--- src/rtl/sm_tc_pkg.sv ---
// Shared mode encoding and lane-slicing helper for the sign-magnitude /
// two's-complement converter.
package sm_tc_pkg;

  typedef enum logic {
    MODE_SM2TC = 1'b0,
    MODE_TC2SM = 1'b1
  } mode_e;

  // LSB position of a lane inside a flat lane-packed bus.
  function automatic int unsigned lane_lsb(input int unsigned lane,
                                           input int unsigned width);
    return lane * width;
  endfunction

endpackage

--- src/rtl/sm_twos_converter_if.sv ---
// Input/output stream bundle of the converter; master is the upstream/downstream
// side, slave is the converter itself.
interface sm_twos_converter_if #(
  parameter int unsigned LANES = 4,
  parameter int unsigned MAG_W = 31
);
  localparam int unsigned OUT_W = MAG_W + 1;

  logic                     in_valid;
  logic                     in_ready;
  logic                     in_mode;
  logic [LANES-1:0]         in_sign;
  logic [LANES*OUT_W-1:0]   in_data;
  logic                     out_valid;
  logic                     out_ready;
  logic                     out_mode;
  logic [LANES*OUT_W-1:0]   out_data;
  logic [LANES-1:0]         out_flag;

  modport master (
    output in_valid, in_mode, in_sign, in_data, out_ready,
    input  in_ready, out_valid, out_mode, out_data, out_flag
  );

  modport slave (
    input  in_valid, in_mode, in_sign, in_data, out_ready,
    output in_ready, out_valid, out_mode, out_data, out_flag
  );
endinterface

--- src/rtl/sm_tc_lane.sv ---
// One lane of the converter: S1 pre-inversion and edge-case detection,
// S2 increment and sign/saturation assembly.
module sm_tc_lane
  import sm_tc_pkg::*;
#(
  parameter  int unsigned MAG_W = 31,
  localparam int unsigned OUT_W = MAG_W + 1
) (
  input  logic             clk,
  input  logic             rst_n,
  input  logic             s1_en,
  input  logic             s2_en,
  input  logic             mode1,
  input  logic             mode2,
  input  logic             sign,
  input  logic [OUT_W-1:0] word,
  output logic [OUT_W-1:0] result,
  output logic             flag
);

  localparam logic [OUT_W-1:0] MOST_NEG = {1'b1, {MAG_W{1'b0}}};

  logic [MAG_W-1:0] mag;
  logic             neg_d;
  logic [OUT_W-1:0] pre_d;
  logic             flag_d;

  logic [OUT_W-1:0] pre_q;
  logic             inc_q;
  logic             flag_q;

  logic [OUT_W-1:0] sum;
  logic [OUT_W-1:0] result_d;

  // Flag register carries negative-zero in SM2TC and saturation in TC2SM.
  always_comb begin
    mag    = word[MAG_W-1:0];
    neg_d  = 1'b0;
    pre_d  = '0;
    flag_d = 1'b0;
    if (mode1 == MODE_SM2TC) begin
      neg_d  = sign && (mag != '0);
      pre_d  = neg_d ? {1'b1, ~mag} : {1'b0, mag};
      flag_d = sign && (mag == '0);
    end else begin
      neg_d  = word[MAG_W];
      pre_d  = neg_d ? ~word : word;
      flag_d = (word == MOST_NEG);
    end
  end

  always_comb begin
    sum = pre_q + {{MAG_W{1'b0}}, inc_q};
    if (mode2 == MODE_SM2TC) begin
      result_d = sum;
    end else if (flag_q) begin
      result_d = '1;
    end else begin
      result_d = {inc_q, sum[MAG_W-1:0]};
    end
  end

  always_ff @(posedge clk) begin
    if (!rst_n) begin
      pre_q  <= '0;
      inc_q  <= 1'b0;
      flag_q <= 1'b0;
      result <= '0;
      flag   <= 1'b0;
    end else begin
      if (s1_en) begin
        pre_q  <= pre_d;
        inc_q  <= neg_d;
        flag_q <= flag_d;
      end
      if (s2_en) begin
        result <= result_d;
        flag   <= flag_q;
      end
    end
  end

endmodule

--- src/rtl/sm_twos_converter.sv ---
// Multi-lane two-stage sign-magnitude <-> two's-complement converter with
// valid/ready flow control; lanes share the per-transaction mode.
module sm_twos_converter
  import sm_tc_pkg::*;
#(
  parameter int unsigned LANES = 4,
  parameter int unsigned MAG_W = 31
) (
  input logic               clk,
  input logic               rst_n,
  sm_twos_converter_if.slave bus
);

  localparam int unsigned OUT_W = MAG_W + 1;

  logic s1_valid;
  logic s2_valid;
  logic s1_mode;
  logic s1_can;
  logic s2_can;
  logic s1_en;
  logic s2_en;

  logic [OUT_W-1:0] lane_result [LANES];
  logic             lane_flag   [LANES];

  // S2 frees up on a pop, so S1 can accept in the same cycle it hands over.
  assign s2_can = !s2_valid || bus.out_ready;
  assign s1_can = !s1_valid || s2_can;
  assign s1_en  = bus.in_valid && s1_can;
  assign s2_en  = s1_valid && s2_can;

  assign bus.in_ready  = s1_can;
  assign bus.out_valid = s2_valid;

  always_ff @(posedge clk) begin
    if (!rst_n) begin
      s1_valid     <= 1'b0;
      s2_valid     <= 1'b0;
      s1_mode      <= 1'b0;
      bus.out_mode <= 1'b0;
    end else begin
      if (s1_can) s1_valid <= bus.in_valid;
      if (s2_can) s2_valid <= s1_valid;
      if (s1_en)  s1_mode  <= bus.in_mode;
      if (s2_en)  bus.out_mode <= s1_mode;
    end
  end

  for (genvar i = 0; i < LANES; i++) begin : g_lane
    sm_tc_lane #(
      .MAG_W(MAG_W)
    ) u_lane (
      .clk    (clk),
      .rst_n  (rst_n),
      .s1_en  (s1_en),
      .s2_en  (s2_en),
      .mode1  (bus.in_mode),
      .mode2  (s1_mode),
      .sign   (bus.in_sign[i]),
      .word   (bus.in_data[lane_lsb(i, OUT_W) +: OUT_W]),
      .result (lane_result[i]),
      .flag   (lane_flag[i])
    );
  end

  always_comb begin
    bus.out_data = '0;
    bus.out_flag = '0;
    for (int unsigned i = 0; i < LANES; i++) begin
      bus.out_data[i*OUT_W +: OUT_W] = lane_result[i];
      bus.out_flag[i]                = lane_flag[i];
    end
  end

endmodule

--- src/flat_wrapper.sv ---
// flat-port wrapper written by rule: the top's interface ports become plain ports
module sm_twos_converter_flat import sm_tc_pkg::*;
#(
  parameter int unsigned LANES = 4,
  parameter int unsigned MAG_W = 31
)
  (clk, rst_n, bus_in_valid, bus_in_mode, bus_in_sign, bus_in_data, bus_out_ready, bus_in_ready, bus_out_valid, bus_out_mode, bus_out_data, bus_out_flag);
  sm_twos_converter_if #(.LANES(LANES), .MAG_W(MAG_W)) bus_i ();
  input logic clk;
  input logic rst_n;
  input wire logic [$bits(bus_i.in_valid)-1:0] bus_in_valid;
  input wire logic [$bits(bus_i.in_mode)-1:0] bus_in_mode;
  input wire logic [$bits(bus_i.in_sign)-1:0] bus_in_sign;
  input wire logic [$bits(bus_i.in_data)-1:0] bus_in_data;
  input wire logic [$bits(bus_i.out_ready)-1:0] bus_out_ready;
  output wire logic [$bits(bus_i.in_ready)-1:0] bus_in_ready;
  output wire logic [$bits(bus_i.out_valid)-1:0] bus_out_valid;
  output wire logic [$bits(bus_i.out_mode)-1:0] bus_out_mode;
  output wire logic [$bits(bus_i.out_data)-1:0] bus_out_data;
  output wire logic [$bits(bus_i.out_flag)-1:0] bus_out_flag;
  assign bus_i.in_valid = bus_in_valid;
  assign bus_i.in_mode = bus_in_mode;
  assign bus_i.in_sign = bus_in_sign;
  assign bus_i.in_data = bus_in_data;
  assign bus_i.out_ready = bus_out_ready;
  assign bus_in_ready = bus_i.in_ready;
  assign bus_out_valid = bus_i.out_valid;
  assign bus_out_mode = bus_i.out_mode;
  assign bus_out_data = bus_i.out_data;
  assign bus_out_flag = bus_i.out_flag;
  sm_twos_converter #(.LANES(LANES), .MAG_W(MAG_W)) u_core (.clk(clk), .rst_n(rst_n), .bus(bus_i));
endmodule
--- config.mk ---
export PLATFORM = sky130hd
export DESIGN_NAME = sm_twos_converter_flat
export DESIGN_NICKNAME = d
export VERILOG_FILES = /design/src/rtl/sm_tc_pkg.sv /design/src/rtl/sm_twos_converter_if.sv /design/src/rtl/sm_tc_lane.sv /design/src/rtl/sm_twos_converter.sv /design/src/flat_wrapper.sv
export SDC_FILE = /design/constraint.sdc
export NUM_CORES = 1
export LEC_CHECK = 0
export ABC_AREA = 1
export BUFFER_PORTS_ARGS = -buffer_cell sky130_fd_sc_hd__buf_2
export CAP_MARGIN = 30
export CORE_UTILIZATION = 52
export DETAILED_ROUTE_END_ITERATION = 8
export PLACE_DENSITY = 0.77
export SYNTH_ARGS = -nofsm -noshare
export SYNTH_HDL_FRONTEND = slang
export SYNTH_HIERARCHICAL = 1
export SYNTH_SLANG_ARGS = --single-unit
--- constraint.sdc ---
create_clock -name clk -period 1.9 [get_ports clk]
set_input_delay 0.475 -clock clk [delete_from_list [all_inputs] [get_ports clk]]
set_output_delay 0.475 -clock clk [all_outputs]
set_load 0.02 [all_outputs]
# Word level (Yosys, flattened, before mapping)
# Cells that the tools add are included.
# op_classes
add_sub_neg	4
n_reduce_logical	22
eq_ne	4
bitwise	8
muxes	28
# op_table
operator	n
32-bit two-way mux	20
32-bit by 1-bit adder with 32-bit output	4
32-bit equality test (second input constant)	4
32-bit inverter	4
31-bit logical NOT	4
31-bit inverter	4
31-bit nonzero test	4
1-bit logical AND	10
1-bit two-way mux	8
1-bit logical NOT	2
1-bit logical OR	2
# totals
wordCells	90
ff_bits	272
in_bits	137

# Logic depth before layout (Yosys ltp)
# Gate-level depths: netlist of the first run.
# logic_depth
word_depth	4
depth_mapped	13
mapped_depth_nobuf	13

# Cells and area by module
# Netlist of the first run, hierarchy kept.
# modules_own_cells
mod	n_inst	seq_area_each_um2	area_each_um2	cells_each
sm_tc_lane (u_core.g_lane[1].u_lane ...)	3	1341.3	4063.9	661
sm_tc_lane (u_core.g_lane[0].u_lane)	1	1341.3	4161.5	662
sm_twos_converter	1	80.1	176.4	23

# Worst setup path after synthesis of the first run
# Ideal clock, no wire load.
# synth_path
kind	input to register
startpoint	input bus_out_ready
endpoint	register u_core.g_lane[1].u_lane.result[9]
setup_slack_ps	56
stages	8
arrival_ps	1727
setup_time_ps	116
cell_sequence	inv_1 -> a21oi_2 -> nand2_1 -> clkbuf_1 -> a21oi_1 -> o21ai_0 -> o211ai_1 -> inv_1
# synth_via
elab_chain_cells	2
# synth_lines
element	line_no	text
from (decl)	flat_wrapper.sv:15	input wire logic [$bits(bus_i.out_ready)-1:0] bus_out_ready;
1-bit logical OR	sm_twos_converter.sv:28	assign s2_can = !s2_valid || bus.out_ready;
1-bit logical AND	sm_twos_converter.sv:31	assign s2_en = s1_valid && s2_can;
net u_core.s2_en	sm_twos_converter.sv:22	logic s2_en;
to (signal assigned)	sm_tc_lane.sv:77	result <= result_d;
to (decl)	sm_tc_lane.sv:17	output logic [OUT_W-1:0] result,
# The timed path passes the listed nets, and every way through them passes these cells.
# A chain may end at the register's enable or synchronous reset.

# Worst setup path in the final report of the first run
# layout_path
startpoint	register u_core.g_lane[1].u_lane.inc_q
endpoint	register u_core.g_lane[1].u_lane.result[26]
# layout_via
elab_chain_cells	3
# layout_lines
element	line_no	text
from (decl)	sm_tc_lane.sv:29	logic inc_q;
from (signal assigned)	sm_tc_lane.sv:73	inc_q <= neg_d;
32-bit by 1-bit adder with 32-bit output *	sm_tc_lane.sv:53	sum = pre_q + {{MAG_W{1'b0}}, inc_q};
32-bit two-way mux	sm_tc_lane.sv:56	end else if (flag_q) begin
32-bit two-way mux *	sm_tc_lane.sv:54	if (mode2 == MODE_SM2TC) begin
# Every way passes the cells marked *; elsewhere a longest branch is shown, timed or not.

==> results.md, run 1 <==
* Status: completed
* Largest family of logic cells by synthesized area: simple AND/OR/NAND/NOR gates
* Fillers at 2948
* Most frequent cells in the layout: nand2_1 (526), inv_1 (499), nor2_1 (328)
* Share of layout cells above drive strength 1 at 0.189
* Worst hold path startpoint: bus_in_valid
* XOR/XNOR share of the synthesized area at 0.00901
* Post-route ant nets at 0
* DR WL/cell at between 10 and 15 um
* Final GP Congestion at about 0.96
* Period utilisation layout at 0.982
* Non-filler instance count after layout at around 3400
* Core area at 0.0309 mm^2
* Static Leak at 0.0105 uW
* Clock Path Buffers at 3
* Simple-gate area share of the yosys netlist at 0.360
* Peak VDD IR at 0.000869 V
* Synth Register Bits at 272
* Final Net Count at 3112
* Pre-Repair DR Iteration Count at 6
* Initial antenna violation count at 0
* Crit path max fanout at 4
* Antenna cells at 0
* Setup crit end kind: flop
* CTS tree: done
* Drt drc at 0
* Cells after synthesis at 2668
* Number of synthesized flops with an enable pin at 0
* Post-Syn Area at between 0.015 and 0.02 mm^2
* Critical Path Source Type: flop
* Final HPWL DP at 37700 um
* Chip width at 180 um
* Clk Latency, worst-skew pair at between 500 and 600 ps
* Floorplan row count at between 60 and 70
* Setup TNS at 0 ps
* Hold Vio Cnt, Final at 0
* Synth Area in Compound Gates at 0.135
* Die area at 0.0325 mm^2
* Syn Nets at 2817
* Hold_ws at 216 ps
* Clk slew on worst S/H paths at 60 ps
* PwrDens at approximately 770 mW/mm^2
* Reg-to-reg critical path startpoint: u_core/g_lane[1].u_lane/inc_q$_SDFFE_PN0P_
* Critical path type: reg2reg
* Max cap viols at 0
* Hold Buf Count CTS at 0
* Layout Skew at about 18 ps
* Slew headroom at 0.689
* Sequential-to-total area share from yosys stat at 0.329
* Tot GR Track Use at 0.302
* Mux contribution to synthesized area at 0
* Post-synthesis to final-layout area growth at 20.4%
* Critical path data required time at 2340 ps
* Total power at approximately 15000 uW
* Global route overflow at 0
* Worst Hold Class: in2reg
* I/O pin total at 272
* Commonest non-fill, non-tap cell in the layout: nand2_1
* Initial DRC count at 1448
* Hold Crit Depth at 3
* Synth cell types at 37
* Vias per std cell at 5.20
* Flop-to-flop setup slack at ~35 ps
* Setup Viol. Count Final at 0
* Sink Count at 272
* Critical R2R Capture: u_core/g_lane[1].u_lane/result[26]$_SDFFE_PN0P_
* Final wirelength at roughly 50000 um
* Inst Count DP at 3320
* Routed via count at 17591
* Largest net degree at the start of global routing at 45
* Synth Flop Type: dfxtp_1
* Port Buf Inserts at approximately 270
* Synth Area per Inst at 6.20 um^2
* Starting Density at 0.535
* Warnings from Yosys at 6
* Die height at roughly 180 um
* CTS buffer count at 30
* Root buffer cell: clkbuf_16
* F_max at 536 MHz
* Post-synthesis adder-cell area fraction at 0.00908
* Tmin final at 1870 ps
* Htree depth at 1
* Vias in the first global route at 15930
* WHS Endpoint: u_core/s1_mode$_SDFFE_PN0P_
* Critical Path AT at 2310 ps
* Final Max Tran Viols at 0
* First-pass GRT wire length at 81200 um
* Least-Margin Pin Slew at between 400 and 500 ps
* Reg2Reg Depth at 11
* FFs w/ async S/R, synth at 0
## stage by stage
stage | util | instance area (um^2) | worst slack, ps
floorplan | - | 16500 | 56.2
detailed placement | 0.602 | 18600 | -95.1
finish | 0.644 | 19900 | 34.6
CTS | 0.635 | 19600 | 4.61
global placement | 0.602 | 18600 | -59.4
global route | 0.644 | 19900 | -53.3
## logic make-up (layout without fill, tap and decap cells)
group,Yosys count,after routing
DFF,272,272
buffers and inverters,620,939
AOI/OAI and AO/OA,405,405
xor gates and xnor gates,17,17
adders and majority gates,12,12
and+or+nand+nor,1342,1342
## critical path, cell delays in order, from the launching register on
cell     delay, ps
dfxtp_2        360
ha_4           160
ha_4           150
nand2_2         70
nor2_4         150
nand2_2        100
nor2_4         170
nand2_1        110
nor2_2         170
nand2_1        100
a21oi_2        140
a21oi_1         80
## worst max-delay path by stage
stage                                                           from                                               to  slack (ps)  cells after the start
after CTS                 u_core/g_lane[2].u_lane/inc_q$_SDFFE_PN0P_  u_core/g_lane[2].u_lane/result[26]$_SDFFE_PN0P_           5                     11
after floorplan                                        bus_out_ready   u_core/g_lane[1].u_lane/result[9]$_SDFFE_PN0P_          60                      8
after global placement                                 bus_out_ready  u_core/g_lane[3].u_lane/result[21]$_SDFFE_PN0P_         -60                      8
after global routing      u_core/g_lane[1].u_lane/inc_q$_SDFFE_PN0P_  u_core/g_lane[1].u_lane/result[26]$_SDFFE_PN0P_         -50                     11
final                     u_core/g_lane[1].u_lane/inc_q$_SDFFE_PN0P_  u_core/g_lane[1].u_lane/result[26]$_SDFFE_PN0P_          30                     11
after detailed placement                             bus_in_data[93]    u_core/g_lane[2].u_lane/pre_q[1]$_SDFFE_PN0P_        -100                     11
## flip-flops by register name, summed over array words and instances, names as in the netlist
name                         cells
u_core/g_lane.u_lane/result    128
u_core/bus.out_mode              1
u_core/g_lane.u_lane/pre_q     128
u_core/s1_mode                   1
u_core/bus.out_valid             1
u_core/g_lane.u_lane/flag        4
u_core/s1_valid                  1
u_core/g_lane.u_lane/inc_q       4
u_core/g_lane.u_lane/flag_q      4
## synthesized netlist by cell type (all sizes together) (5+ instances only)
library cell	number	area share
a31oi	20	0.0076
o21ai	156	0.050
nand3b	5	0.0023
nor2	383	0.099
nand4	32	0.012
xor2	13	0.0069
nand3	326	0.10
o221ai	12	0.0064
buf	49	0.023
ha	12	0.0091
nor3	28	0.0097
nand2	560	0.13
o211ai	31	0.014
inv	508	0.12
dfxtp	272	0.33
a21oi	186	0.057
clkbuf	61	0.018
## final cells by class
| type | instances | area [um^2] | share of cell area |
|---|---|---|---|
| multi-input combinational | 1776 | 8710 | 0.438 |
| sequential | 272 | 5460 | 0.274 |
| timing repair buffer | 375 | 2330 | 0.117 |
| inverter | 508 | 1910 | 0.0959 |
| clock buffer | 40 | 880 | 0.0442 |
| tap | 396 | 495 | 0.0249 |
| clock inverter | 16 | 121 | 0.00610 |
## where the power goes
group          internal (uW)  total, uW  switching [uW]
logic                   1040       2880            1830
clock network           3380       5810            2430
registers               6150       6570             412
## routing by layer
layer / GRT usage / up-vias / share of wire
li1: - / 8999 / -
met1: 0.427 / 7900 / 0.47
met2: 0.480 / 618 / 0.44
met3: 0.0366 / 74 / 0.066
met4: 0.0879 / 0 / 0.024
met5: 0 / - / 0
## repair_timing
item,in CTS,in global routing
pin swaps,0,16
setup endpoints to repair,2,45
buffers inserted,0,7
resized for setup,2,64
No activity file was read; power rests on OpenSTA's default activity.
==> run 2, diff against run 1 <==
ABC_AREA = not set   (was 1)
CORE_MARGIN = 3   (was not set)
CORE_UTILIZATION = 56   (was 52)
PLACE_DENSITY = 0.8   (was 0.77)
clock period = 1.95 ns   (was 1.9 ns; I/O delays follow)
==> results.md, run 2 <==
* Final GP Congestion at 0.933
* Synth cell types at 48
* First-pass GRT wire length at 78600 um
* Synth top area share at 0.377
* CP Capture Point: bus_in_ready
* Crit path max fanout at 4
* Number of synthesized flops with an enable pin at 0
* Initial antenna violation count at 3
* Flop-to-flop setup slack at -40 ps
* Max incr delay on CP at 340 ps
* Critical path data required time at 1460 ps
* Critical Path AT at 1520 ps
* Vias in the first global route at between 15000 and 20000
* Vias per std cell at 6.56
* Final Max Tran Viols at 0
* Sink Count at 272
* Synth cell count leaders: dfxtp_1 (272), o21ai_0 (253), a21oi_1 (166)
* Logic pwr share at 0.180
* Sequential-to-total area share from yosys stat at 0.377
* Fillers at 1732
* Reg-to-reg critical path startpoint: u_core/bus.out_valid$_SDFFE_PN0P_
* Warnings from Yosys at 6
* Inst Count DP at 2490
* Max cap viols at 0
* Most common cell in the netlist: dfxtp_1
* Crit path depth at 5
* Most frequent cells in the layout: buf_2 (270), dfxtp_1 (259), buf_4 (228)
* F_max at 499 MHz
* Cells after synthesis at 1796
* Worst Setup SP: u_core/bus.out_valid$_SDFFE_PN0P_
* Clk Latency, worst-skew pair at 560 ps
* CP Cell Sequence: nor2b_4 -> buf_6 -> buf_6 -> nand2_4 -> buf_6
* Largest net degree at the start of global routing at 56
* Critical R2R Capture: u_core/g_lane[0].u_lane/result[31]$_SDFFE_PN0P_
* Root buffer cell: clkbuf_16
* Setup Viol. Count Final at 7
* Critical Path Source Type: flop
* Worst hold path startpoint: bus_in_data[86]
* CTS tree: done
* Non-filler instance count after layout at 2575
* Switching Power at 4310 uW
* Tmin final at 2000 ps
* CTS buffer count at 31
* PwrDens at 770 mW/mm^2
* Core area at 0.0253 mm^2
* Final Net Count at between 2000 and 2500
* Synth area leaders: dfxtp_1 (38%), o21ai_0 (8.8%), a32o_1 (8.3%), a21oi_1 (5.7%), nor2_1 (4.3%)
* Switching part of the total at 0.284
* RSZ-0062 raised after global routing: true
* Setup ws final at -53.7 ps
* Hold Vio Cnt, Final at 0
* Static Leak at 0.00779 uW
* Critical path type: reg2out
* Share of layout cells above drive strength 1 at 0.331
* Least-Margin Pin Slew at about 520 ps
* Chip width at 167 um
* Pre-Repair DR Iteration Count at 6
* Post-Syn Area at 0.0145 mm^2
* FFs w/ async S/R, synth at 0
* Floorplan row count at 58
* Starting Density at 0.573
* Sequential power share at 0.419
* Synth Register Bits at 272
* Synth Flop Type: dfxtp_1
* Port Buf Inserts at 271
* I/O pin total at 272
* Die area at 0.0278 mm^2
* Commonest non-fill, non-tap cell in the layout: buf_2
* Die height at 167 um
* Critical Path Most Common Cell: buf_6
* Htree depth at 1
* Drt drc at 0
* Final wirelength at slightly above 50000 um
* Layout Skew at 15.4 ps
* Tot GR Track Use at 0.329
* Clock Path Buffers at 3
* Slew headroom at 0.656
* Post-route ant nets at 0
* Synth Area per Inst at between 8 and 9 um^2
* Period utilisation layout at 1.03
* Largest area contributor in the netlist: dfxtp_1
* Peak VDD IR at 0.000699 V
* Post-synthesis to final-layout area growth at 36.5%
* Worst Hold Class: in2reg
* Clk slew on worst S/H paths at 60 ps
* Initial DRC count at roughly 2200
* Worst Path Buf+Inv at 3
* CP max stage cell: dfxtp_2
* Final HPWL DP at 33300 um
* Biggest regs: u_core/g_lane.u_lane/pre_q x128, u_core/g_lane.u_lane/result x128
* Clock Power Share at 0.401
* Setup crit end kind: primary output
* Setup TNS at -179 ps
* Reg2Reg Depth at 8
* Routed via count at 16894
* Global route overflow at 0
* DR WL/cell at 19.7 um
* Failing checks: negative setup slack
* Internal power at 10900 uW
* Status: finished, violations left
* Delay-heaviest family, CP: buffers and inverters
* Syn Nets at 1945
run 2: cell count changes in the layout (fill, tap and decap cells not counted), sizes merged, moves of 97 or more:
cell / change
inv: -487
nand2: -477
nand3: -282
nor2: -219
buf: +167
a32o: +120
o21ai: +97
run 2: final cells by class:
type                            count  area [um^2]  area share
Clock inverter                     10          133     0.00672
Antenna cell                        3         7.51    0.000380
Clock buffer                       45          938      0.0475
Sequential cell                   272         5460       0.277
Multi-Input combinational cell   1349         8880       0.450
Tap cell                          330          413      0.0209
Timing Repair Buffer              544         3820       0.194
Inverter                           22         82.6     0.00418
run 2: logic make-up (layout without fill, tap and decap cells):
kind of cell	count (synthesis)	in the layout	synth area share
compound gates	692	692	0.311
other cells	0	3	0
xor+xnor	44	44	0.0267
simple gates	593	596	0.222
mux	5	5	0.00346
fa+ha+maj	12	12	0.0104
flops	272	272	0.377
buf+inv	178	621	0.0500
run 2: power by group through the flow:
| stage | combinational, uW | clock (uW) | sequential (uW) |
|---|---|---|---|
| CTS | 2560 | 6120 | 6330 |
| floorplan | 1140 | 0 | 6600 |
| global placement | 2450 | 0 | 6410 |
| finish | 2740 | 6090 | 6360 |
| global route | 2930 | 6350 | 6400 |
| detailed placement | 2510 | 0 | 6430 |
run 2: stage by stage:
stage	hold slack, ps	worst slack, ps	utilization	instance area, um^2	power [uW]
floorplan	454	-26.0	-	14500	7740
global placement	470	-233	0.706	17800	8860
detailed placement	476	-210	0.706	17800	8940
CTS	155	-18.7	0.758	19200	15000
global route	159	-117	0.782	19700	15700
finish	159	-53.7	0.782	19700	15200
run 2: timing repair:
item                                    CTS  global route
pin swaps                                14            23
hold buffers                              0             0
cloned                                    3             3
endpoints found under the setup margin   33           195
gates resized for setup                  46           136
buffers inserted                          5            16
run 2: how the worst min path moves through the flow:
stage / depth (start not counted) / slack (ps) / endpoint
3_5_place_dp: 2 / 480 / u_core/g_lane[3].u_lane/pre_q[31]$_SDFFE_PN0P_
6_report: 2 / 160 / u_core/g_lane[2].u_lane/pre_q[22]$_SDFFE_PN0P_
3_3_place_gp: 2 / 470 / u_core/g_lane[2].u_lane/pre_q[31]$_SDFFE_PN0P_
2_1_floorplan: 2 / 450 / u_core/g_lane[0].u_lane/pre_q[31]$_SDFFE_PN0P_
4_1_cts: 2 / 160 / u_core/g_lane[0].u_lane/pre_q[18]$_SDFFE_PN0P_
5_1_grt: 2 / 160 / u_core/g_lane[1].u_lane/pre_q[6]$_SDFFE_PN0P_
run 2: per-layer routing:
metal	vias up	track usage	part of all wire
met5	-	0	0
met4	0	0.101	0.031
met3	124	0.0463	0.095
met2	1003	0.540	0.47
met1	8011	0.452	0.41
li1	7756	-	-
